--- src/rtl/thumb_decode_queue_pkg.sv ---
// thumb_decode_queue_pkg: decoded-op types, opcode prefixes and small helpers for the Thumb decode queue
package thumb_decode_queue_pkg;
  localparam int NUM_W = 32;
  localparam int SEL_W = 4;
  localparam logic [3:0] COND_AL = 4'b1110;
  localparam logic [3:0] COND_NONE = 4'b1111;
  localparam logic [4:0] OP_ADDSUB = 5'b00011;
  localparam logic [2:0] OP_SHIFT = 3'b000;
  localparam logic [2:0] OP_IMM8 = 3'b001;
  localparam logic [9:0] OP_EOR = 10'b0100000001;
  localparam logic [4:0] OP_STR_IMM = 5'b01100;
  localparam logic [4:0] OP_LDR_IMM = 5'b01101;
  localparam logic [3:0] OP_BCOND = 4'b1101;
  localparam logic [4:0] OP_B = 5'b11100;
  localparam logic [4:0] OP_BL_HI = 5'b11110;
  localparam logic [4:0] OP_BL_LO = 5'b11111;
  typedef enum logic [3:0] {
    UOP_NOP, UOP_ADD, UOP_SUB, UOP_MOV, UOP_CMP, UOP_EOR, UOP_LSL, UOP_LDR, UOP_STR
  } uop_t;
  typedef struct packed {
    uop_t uop;
    logic num_to_rhs;
    logic [NUM_W-1:0] num;
    logic [SEL_W-1:0] sel_p0;
    logic [SEL_W-1:0] sel_p1;
    logic [SEL_W-1:0] sel_in;
    logic [3:0] branch_cond;
    logic link;
    logic undef;
  } decoded_op_t;
  localparam decoded_op_t OP_RESET = '{uop: UOP_NOP, num_to_rhs: 1'b0, num: '0, sel_p0: '0,
    sel_p1: '0, sel_in: '0, branch_cond: COND_NONE, link: 1'b0, undef: 1'b0};
  function automatic logic [SEL_W-1:0] reg_sel(input logic [2:0] r);
    return {{(SEL_W-3){1'b0}}, r};
  endfunction
  function automatic logic [NUM_W-1:0] sext8(input logic [7:0] v);
    return {{(NUM_W-8){v[7]}}, v};
  endfunction
  function automatic logic [NUM_W-1:0] sext11(input logic [10:0] v);
    return {{(NUM_W-11){v[10]}}, v};
  endfunction
  function automatic logic [NUM_W-1:0] sext22(input logic [21:0] v);
    return {{(NUM_W-22){v[21]}}, v};
  endfunction
endpackage

--- src/rtl/thumb_decode_queue_if.sv ---
// thumb_decode_queue_if: fetch-side and execute-side handshakes plus flush for the decode queue
interface thumb_decode_queue_if;
  import thumb_decode_queue_pkg::*;
  logic flush;
  logic in_valid;
  logic in_ready;
  logic [15:0] instruction;
  logic out_valid;
  logic out_ready;
  decoded_op_t out_op;
  modport master(output flush, in_valid, instruction, out_ready, input in_ready, out_valid, out_op);
  modport slave(input flush, in_valid, instruction, out_ready, output in_ready, out_valid, out_op);
endinterface

--- src/rtl/thumb_decode_queue_comb.sv ---
// thumb_decode_comb: purely combinational Thumb-1 halfword to decoded-op table
module thumb_decode_comb
  import thumb_decode_queue_pkg::*;
(
  input  logic [15:0]  instruction,
  output decoded_op_t  op
);
  logic [15:0] ins;
  assign ins = instruction;
  always_comb begin
    op = OP_RESET;
    if (ins[15:11] == OP_ADDSUB) begin
      op.uop = ins[9] ? UOP_SUB : UOP_ADD;
      op.sel_p1 = reg_sel(ins[5:3]);
      op.sel_in = reg_sel(ins[2:0]);
      op.num_to_rhs = ins[10];
      op.num = ins[10] ? NUM_W'(ins[8:6]) : '0;
      op.sel_p0 = ins[10] ? '0 : reg_sel(ins[8:6]);
    end else if (ins[15:13] == OP_SHIFT) begin
      op.uop = UOP_LSL;
      op.num = NUM_W'(ins[10:6]);
      op.sel_p1 = reg_sel(ins[5:3]);
      op.sel_in = reg_sel(ins[2:0]);
      op.num_to_rhs = 1'b1;
    end else if (ins[15:13] == OP_IMM8) begin
      // MOV writes rd only, CMP reads it only, ADD/SUB read and write it
      op.uop = ins[12] ? (ins[11] ? UOP_SUB : UOP_ADD) : (ins[11] ? UOP_CMP : UOP_MOV);
      op.num = NUM_W'(ins[7:0]);
      op.num_to_rhs = 1'b1;
      op.sel_in = (ins[12:11] == 2'b01) ? '0 : reg_sel(ins[10:8]);
      op.sel_p1 = (ins[12:11] == 2'b00) ? '0 : reg_sel(ins[10:8]);
    end else if (ins[15:6] == OP_EOR) begin
      op.uop = UOP_EOR;
      op.sel_p0 = reg_sel(ins[2:0]);
      op.sel_in = reg_sel(ins[2:0]);
      op.sel_p1 = reg_sel(ins[5:3]);
    end else if (ins[15:11] == OP_LDR_IMM || ins[15:11] == OP_STR_IMM) begin
      op.uop = ins[11] ? UOP_LDR : UOP_STR;
      op.num = NUM_W'(ins[10:6]);
      op.sel_p1 = reg_sel(ins[5:3]);
      op.num_to_rhs = 1'b1;
      op.sel_in = ins[11] ? reg_sel(ins[2:0]) : '0;
      op.sel_p0 = ins[11] ? '0 : reg_sel(ins[2:0]);
    end else if (ins[15:12] == OP_BCOND) begin
      op.branch_cond = ins[11:8];
      op.num = sext8(ins[7:0]);
      op.undef = &ins[11:9];
    end else if (ins[15:11] == OP_B) begin
      op.branch_cond = COND_AL;
      op.num = sext11(ins[10:0]);
    end else begin
      op.undef = 1'b1;
    end
  end
endmodule

--- src/rtl/thumb_decode_queue.sv ---
// thumb_decode_queue: Thumb-1 decode stage with BL prefix/suffix FSM and a DEPTH-entry decoded-op FIFO
module thumb_decode_queue
  import thumb_decode_queue_pkg::*;
#(
  parameter int DEPTH = 4
) (
  input logic clk,
  input logic reset,
  thumb_decode_queue_if.slave bus
);
  localparam int PTR_W = $clog2(DEPTH);
  typedef enum logic {IDLE, PREFIX} state_t;
  state_t state, state_n;
  logic [10:0] hi;
  logic [PTR_W-1:0] wr_ptr, rd_ptr;
  logic [PTR_W:0] count;
  decoded_op_t mem [DEPTH];
  decoded_op_t dec_op, push_op;
  logic full, is_suffix, is_prefix, orphan, accept, push, pop, latch_hi;
  thumb_decode_comb u_dec (.instruction(bus.instruction), .op(dec_op));
  assign full = count == (PTR_W+1)'(DEPTH);
  assign is_prefix = bus.instruction[15:11] == OP_BL_HI;
  assign is_suffix = bus.instruction[15:11] == OP_BL_LO;
  // A non-suffix after a prefix is stalled one cycle while the orphan is reported
  assign orphan = state == PREFIX && bus.in_valid && !is_suffix;
  assign bus.in_ready = reset && !full && !bus.flush && !orphan;
  assign accept = bus.in_valid && bus.in_ready;
  assign bus.out_valid = count != '0;
  assign bus.out_op = bus.out_valid ? mem[rd_ptr] : OP_RESET;
  assign pop = bus.out_valid && bus.out_ready && !bus.flush;
  always_comb begin
    state_n = state;
    push = 1'b0;
    push_op = dec_op;
    latch_hi = 1'b0;
    if (bus.flush) begin
      state_n = IDLE;
    end else if (state == IDLE) begin
      latch_hi = accept && is_prefix;
      push = accept && !is_prefix;
      state_n = latch_hi ? PREFIX : IDLE;
    end else if (orphan) begin
      push = !full;
      push_op = OP_RESET;
      push_op.undef = 1'b1;
      state_n = full ? PREFIX : IDLE;
    end else if (accept) begin
      push = 1'b1;
      push_op = OP_RESET;
      push_op.branch_cond = COND_AL;
      push_op.link = 1'b1;
      push_op.num = sext22({hi, bus.instruction[10:0]});
      state_n = IDLE;
    end
  end
  always_ff @(posedge clk or negedge reset)
    if (!reset) state <= IDLE;
    else state <= state_n;
  always_ff @(posedge clk or negedge reset) begin
    if (!reset) begin
      hi <= '0;
      wr_ptr <= '0;
      rd_ptr <= '0;
      count <= '0;
    end else if (bus.flush) begin
      wr_ptr <= '0;
      rd_ptr <= '0;
      count <= '0;
    end else begin
      if (latch_hi) hi <= bus.instruction[10:0];
      if (push) wr_ptr <= wr_ptr + PTR_W'(1);
      if (pop) rd_ptr <= rd_ptr + PTR_W'(1);
      count <= count + (PTR_W+1)'(push) - (PTR_W+1)'(pop);
    end
  end
  always_ff @(posedge clk)
    if (push) mem[wr_ptr] <= push_op;
endmodule

--- src/flat_wrapper.sv ---
// flat-port wrapper written by rule: the top's interface ports become plain ports
module thumb_decode_queue_flat import thumb_decode_queue_pkg::*;
#(
  parameter int DEPTH = 4
)
  (clk, reset, bus_flush, bus_in_valid, bus_instruction, bus_out_ready, bus_in_ready, bus_out_valid, bus_out_op);
  thumb_decode_queue_if bus_i ();
  input logic clk;
  input logic reset;
  input wire logic [$bits(bus_i.flush)-1:0] bus_flush;
  input wire logic [$bits(bus_i.in_valid)-1:0] bus_in_valid;
  input wire logic [$bits(bus_i.instruction)-1:0] bus_instruction;
  input wire logic [$bits(bus_i.out_ready)-1:0] bus_out_ready;
  output wire logic [$bits(bus_i.in_ready)-1:0] bus_in_ready;
  output wire logic [$bits(bus_i.out_valid)-1:0] bus_out_valid;
  output wire logic [$bits(bus_i.out_op)-1:0] bus_out_op;
  assign bus_i.flush = bus_flush;
  assign bus_i.in_valid = bus_in_valid;
  assign bus_i.instruction = bus_instruction;
  assign bus_i.out_ready = bus_out_ready;
  assign bus_in_ready = bus_i.in_ready;
  assign bus_out_valid = bus_i.out_valid;
  assign bus_out_op = bus_i.out_op;
  thumb_decode_queue #(.DEPTH(DEPTH)) u_core (.clk(clk), .reset(reset), .bus(bus_i));
endmodule
--- config.mk ---
export PLATFORM = sky130hd
export DESIGN_NAME = thumb_decode_queue_flat
export DESIGN_NICKNAME = d
export VERILOG_FILES = /design/src/rtl/thumb_decode_queue_pkg.sv /design/src/rtl/thumb_decode_queue_if.sv /design/src/rtl/thumb_decode_queue_comb.sv /design/src/rtl/thumb_decode_queue.sv /design/src/flat_wrapper.sv
export SDC_FILE = /design/constraint.sdc
export NUM_CORES = 1
export LEC_CHECK = 0
export CAP_MARGIN = 25
export CORE_UTILIZATION = 45
export DETAILED_ROUTE_END_ITERATION = 10
export PLACE_DENSITY = 0.68
export SLEW_MARGIN = 20
export SYNTH_ARGS = -nofsm -noshare
export SYNTH_HDL_FRONTEND = slang
export SYNTH_SLANG_ARGS = --single-unit
--- constraint.sdc ---
create_clock -name clk -period 2.75 [get_ports clk]
set_input_delay 0.6875 -clock clk [delete_from_list [all_inputs] [get_ports clk]]
set_output_delay 0.6875 -clock clk [all_outputs]
set_load 0.02 [all_outputs]
Word level (Yosys, flattened, before mapping)
Memories as Yosys holds them, arrays and structs flattened.
Cells that the tools add are included.
Widths: inputs -> output; s select.
{"block": "totals", "register_bits": 19, "latchBits": 0, "mem_bits_rw": 220, "rom_bits": 0, "inputBits": 21, "out_inout_bits": 57, "word_cells": 109, "memories": 1}
{"block": "classes", "n_addsub": 4, "n_mul": 0, "n_div": 0, "n_lt_le_gt_ge": 0, "n_eq_ne": 11, "shift": 0, "muxes": 64, "bitwise_logic": 1, "n_reduce_logical": 23}
{"memory": "u_core.mem", "depth": 4, "word_bits": 55, "read_ports": 1, "rd_clocked_by_memory_dff": 0, "wr": 1, "line_no": "thumb_decode_queue.sv:17", "rtl": "decoded_op_t mem [DEPTH];"}
{"cell": "$mux 55", "count": 5}
{"cell": "$mux 32", "count": 3}
{"cell": "$mux 37", "count": 2}
{"cell": "$mux 49", "count": 1}
{"cell": "$mux 3", "count": 11}
{"cell": "$mux 33", "count": 1}
{"cell": "$mux 4", "count": 8}
{"cell": "$mux 1", "count": 22}
{"cell": "$mux 11", "count": 2}
{"cell": "$mux 8", "count": 2}
{"cell": "$eq 5x5->1 const B", "count": 3}
{"cell": "$mux 2", "count": 6}
{"cell": "$eq 10x9->1 const B", "count": 1}
{"cell": "$eq 5x4->1 const B", "count": 2}
{"cell": "$logic_and 1x1->1", "count": 10}
{"cell": "$eq 5x2->1 const B", "count": 1}
{"cell": "$logic_not 1->1", "count": 5}
{"cell": "$mux 5", "count": 1}
{"cell": "$add 2x1->2 const B", "count": 2}
{"cell": "$eq 4x4->1 const B", "count": 1}
{"cell": "$reduce_bool 2->1", "count": 2}
{"cell": "$add 3x1->3", "count": 1}
{"cell": "$eq 3x1->1 const B", "count": 1}
{"cell": "$eq 3x3->1 const B", "count": 1}
{"cell": "other kinds (9)", "count": 9}

Depth between registers and ports, before layout
{"block": "logic_depth", "word_depth": 13, "mapped_depth": 12, "ltp_nobuf": 11}

Hierarchy
From an unflattened synthesis, not the netlist that was laid out.
{"block": "hier_totals", "hier_cells": 685, "hier_area_um2": 10826.6}
{"module": "thumb_decode_queue", "instances": 1, "cells_each": 554, "area_each_um2": 9905.8, "seq_area_each_um2": 7081.8}
{"module": "thumb_decode_comb", "instances": 1, "cells_each": 131, "area_each_um2": 920.9, "seq_area_each_um2": 0.0}

Worst setup path after synthesis
OpenSTA, ideal clock, no wires.
{"block": "synth_timing", "path_type": "input port to flip-flop", "start": "in bus_instruction[11]", "end": "mem u_core.mem[0][0] (netlist name), enable pin", "setup_ns": 0.404, "arrival_time_ns": 2.553, "required_ns": 2.346, "setup_slack_ns": -0.207, "cell_stages": 6, "path_buffers": 0, "path_cell_list": "ha_1 > nand4_2 > and3_4 > o21ai_1 > nor2_1 > and2_1"}
{"block": "synth_between", "elab_chain_cells": 12, "elab_cells_between_ends": 15, "classes_between": "2 x eq/ne; 6 x mux; 7 x reduce/logical"}
{"element": "start: declaration", "line_no": "flat_wrapper.sv:12", "rtl": "input wire logic [$bits(bus_i.instruction)-1:0] bus_instruction;"}
{"element": "$eq 5x5->1", "line_no": "thumb_decode_queue.sv:23", "rtl": "assign is_suffix = bus.instruction[15:11] == OP_BL_LO;"}
{"element": "$logic_not 1->1", "line_no": "thumb_decode_queue.sv:25", "rtl": "assign orphan = state == PREFIX && bus.in_valid && !is_suffix;"}
{"element": "$logic_and 1x1->1", "line_no": "thumb_decode_queue.sv:25"}
{"element": "$logic_not 1->1", "line_no": "thumb_decode_queue.sv:26", "rtl": "assign bus.in_ready = reset && !full && !bus.flush && !orphan;"}
{"element": "$logic_and 1x1->1", "line_no": "thumb_decode_queue.sv:26"}
{"element": "$logic_and 1x1->1", "line_no": "thumb_decode_queue.sv:27", "rtl": "assign accept = bus.in_valid && bus.in_ready;"}
{"element": "$mux 1", "line_no": "thumb_decode_queue.sv:47", "rtl": "end else if (accept) begin"}
{"element": "$mux 1", "line_no": "thumb_decode_queue.sv:42", "rtl": "end else if (orphan) begin"}
{"element": "$mux 1 (*)", "line_no": "thumb_decode_queue.sv:38", "rtl": "end else if (state == IDLE) begin"}
{"element": "$mux 1 (*)", "line_no": "thumb_decode_queue.sv:36", "rtl": "if (bus.flush) begin"}
{"element": "$mux 1 (*)", "line_no": "thumb_decode_queue.sv:77", "rtl": "if (push) mem[wr_ptr] <= push_op;"}
{"element": "$mux 1 (implied by the code) (*)", "line_no": "thumb_decode_queue.sv:77"}
{"element": "end: declaration", "line_no": "thumb_decode_queue.sv:17"}
Every way passes the cells marked *; elsewhere a longest branch is shown, timed or not.

Worst setup path after layout
{"block": "layout_timing", "start": "reg u_core.rd_ptr[0]", "end": "out bus_out_op[10]"}
{"block": "layout_between", "elab_chain_cells": 2}
{"element": "start: declaration", "line_no": "thumb_decode_queue.sv:15", "rtl": "logic [PTR_W-1:0] wr_ptr, rd_ptr;"}
{"element": "start signal: assignment", "line_no": "thumb_decode_queue.sv:72", "rtl": "if (pop) rd_ptr <= rd_ptr + PTR_W'(1);"}
{"element": "$mem_v2 4x55"}
{"element": "$mux 55", "line_no": "thumb_decode_queue.sv:29", "rtl": "assign bus.out_op = bus.out_valid ? mem[rd_ptr] : OP_RESET;"}
{"element": "end: declaration", "line_no": "flat_wrapper.sv:16", "rtl": "output wire logic [$bits(bus_i.out_op)-1:0] bus_out_op;"}
Every way passes these cells.

==> out/metrics.csv <==
stage,metric,value,unit
status,outcome,finished clean,
worst_setup_path,CP max FO,6,
placement,dpl hpwl,11900,um
routing,DRC violation count after routing,0,
cts,clock transition at the registers of the reported paths,70,ps
cts,CTS H-Tree Depth,4,
logic_synthesis,ys flop type,edfxtp_1,
cts,TritonCTS Sinks,187,
layout,Fill cells,1415,
worst_setup_path,kind of end point of the critical path,primary output,
placement,dpl ws,-545,ps
min_path,Hold WC Path Type,flop to flop,
power,Max IR drop VDD,451,uV
die,Die X,138,um
power,switching power,2.66,mW
worst_setup_path,Top Family by Delay on Critical Path,multiplexers,
die,# rows,49,
sta,Hold Slack,504,ps
global_routing,first-pass GRT wire length,28400,um
routing,wire per inst,20.6,um
power,total chip power,8.70,mW
power,sequential group share of total power,0.372,
worst_setup_path,CP Data Required Time,2060,ps
sta,endpoints failing hold,0,
power,Gate power share,0.365,
routing,Final ANT Viol Nets,0,
cts,clock root buffer,clkbuf_16,
layout,ant diodes,0,
power,Leakage Power,4.02,nW
sta,PnR worst setup slack,60.8,ps
logic_synthesis,Post-synth ARST share,0.102,
cts,CTS tree,yes,
layout,Multi-input gate area,0.00260,mm2
routing,First DRT Iteration DRCs,289,
logic_synthesis,register area share after synthesis,0.664,
layout,Layout Nets,674,
worst_setup_path,Crit-path slowest cell,mux4_2,
worst_setup_path,startpoint types,flop,
die,die area,0.0190,mm2
die,Initial Util,0.461,
sta,Final Max Slew Viols,0,
global_routing,largest net degree at the start of global routing,33,
global_routing,GRT overflow,0,
layout,layout cells sized above 1,0.427,
layout,FF+latch area,0.00552,mm2
sta,Tcrit/Tclk final,0.978,
placement,PortBufs,74,
worst_setup_path,WP data arrival,2000,ps
power,Int Power,6.04,mW
power,switch share,0.306,
sta,Fin Setup TNS,0,ps
logic_synthesis,Post-synth EDFFs,168,
layout,"commonest non-fill, non-tap cell in the layout",edfxtp_1,
global_routing,vias in the first global route,4941,
routing,Routed WL,18200,um
die,# IOs,78,
routing,via/cell ratio,5.49,
worst_setup_path,Most common cell on crit path,buf_6,
sta,final setup fails,0,
sta,f_max,372,MHz
logic_synthesis,Synthesis Warnings,0,
placement,GPL Wtd Cong,0.873,
cts,clk buf depth,2,
sta,slew margin rel.,0.416,
logic_synthesis,Mapped Area,0.00832,mm2
layout,Layout Cells excl Fill,883,
logic_synthesis,Cells after Synth,494,
logic_synthesis,Syn Area/Cell,16.8,um2
sta,unrepaired setup endpoints after global routing,no,
layout,Final Instance Area,0.0105,mm2
placement,Placed Area,0.00984,mm2
run,Max-Cap Viols,0,
routing,first-pass iteration count of the detailed router,5,
worst_setup_path,slowest cell delay on critical path,490,ps
die,DIE HEIGHT,138,um
power,Clock power frac,0.263,
cts,worst skew pair latency,430,ps
logic_synthesis,synthesized flop and latch total,187,
layout,"top library cells by usage in the layout, fill and taps aside","edfxtp_1 (168), buf_4 (79), mux4_2 (42), buf_2 (27)",
logic_synthesis,Yosys cell types,62,
sta,Least-Margin Pin Slew,872,ps
layout,Layout area overhead,26.8,%
global_routing,antenna violations before repair,0,
layout,fin util,0.585,
worst_setup_path,CP bufs+invs,3,
worst_setup_path,critical path class,flop to primary output,
worst_setup_path,critical-path cell list,buf_6 > clkbuf_16 > mux4_2 > and2_4 > buf_6,
sta,Final min period,2690,ps
routing,detailed-route via count,4852,
sta,Setup Skew,10.6,ps
cts,cts bufs inserted,17,
placement,# placed instances,837,
global_routing,aggregate global-route resource usage,0.209,
die,core area,0.0180,mm2
power,PD cells,825,mW/mm2
-- layer usage --
metal | routed length (um) | global-route usage | vias up
met1 | 7960 | 0.290 | 2485
met4 | 214 | 0.0628 | 0
met3 | 1020 | 0.0340 | 19
li1 | - | - | 2195
met5 | 0 | 0 | -
met2 | 9000 | 0.339 | 153
-- power by group through the flow --
stage,Clock [mW],Sequential [mW],Combinational (mW)
3_3_place_gp,0,3.29,2.90
5_1_grt,2.42,3.25,3.42
4_1_cts,2.31,3.24,2.99
3_5_place_dp,0,3.29,2.93
2_1_floorplan,0,3.27,1.75
6_report,2.28,3.24,3.18
-- cells in the mapped netlist, types with 4 or more instances --
library cell / number / area share
ha_1: 10 / 0.015
nor3_1: 5 / 0.0030
and2_1: 45 / 0.034
a22o_1: 6 / 0.0063
mux2_4: 8 / 0.014
or2_2: 4 / 0.0030
a21oi_1: 10 / 0.0060
nor2_1: 24 / 0.011
nand2_1: 12 / 0.0054
buf_4: 15 / 0.014
inv_1: 11 / 0.0050
clkbuf_1: 12 / 0.0054
a22oi_1: 6 / 0.0054
dfrtp_1: 19 / 0.057
edfxtp_1: 168 / 0.61
buf_2: 6 / 0.0036
mux4_2: 42 / 0.11
a21o_1: 13 / 0.012
o21ai_1: 12 / 0.0072
-- final timing paths --
check	startpoint	end	slack, ps	cells after the start
hold reg to reg	u_core.hi[3]	u_core.hi[3]	500	1
setup reg to reg	u_core.count[2]	u_core.count[2]	290	13
setup / recovery	u_core.rd_ptr[0]	bus_out_op[10]	60	5
min in group asynchronous	reset	u_core.wr_ptr[0]	780	3
max in group asynchronous	reset	u_core.rd_ptr[1]	1750	3
hold / removal	u_core.hi[3]	u_core.hi[3]	500	1
-- cells by family (layout without fill, tap and decap cells) --
logic type	count (synthesis)	count (layout)	synth area share
flip-flops	187	187	0.664
AND/OR/NAND/NOR	122	122	0.0887
AO/OA/AOI/OAI	64	64	0.0548
multiplexers	55	55	0.134
buffers and inverters	50	208	0.0363
adder cells (fa/ha/maj)	11	11	0.0174
XOR/XNOR	4	4	0.00421
other	1	3	0.000451
-- sequential cells by signal (all words and copies together) (netlist names) --
register and count:
u_core.mem 168, u_core.rd_ptr 2, u_core.hi 11, u_core.wr_ptr 2, u_core.state 1, u_core.count 3
-- final cells by class --
cell class / instances / area share
Sequential cell: 187 / 0.524
Timing Repair Buffer: 165 / 0.145
Inverter: 12 / 0.00510
Clock buffer: 18 / 0.0407
Multi-Input combinational cell: 259 / 0.247
Clock inverter: 13 / 0.0113
Tap cell: 229 / 0.0272
-- timing repair --
item,CTS,global route
hold endpoints to repair,0,0
pin swaps,1,10
endpoints found under the setup margin,54,149
buffers inserted,11,2
gates resized for setup,228,72
hold buffers,0,0
gates cloned,2,1
(Power assumes the default switching activity.)
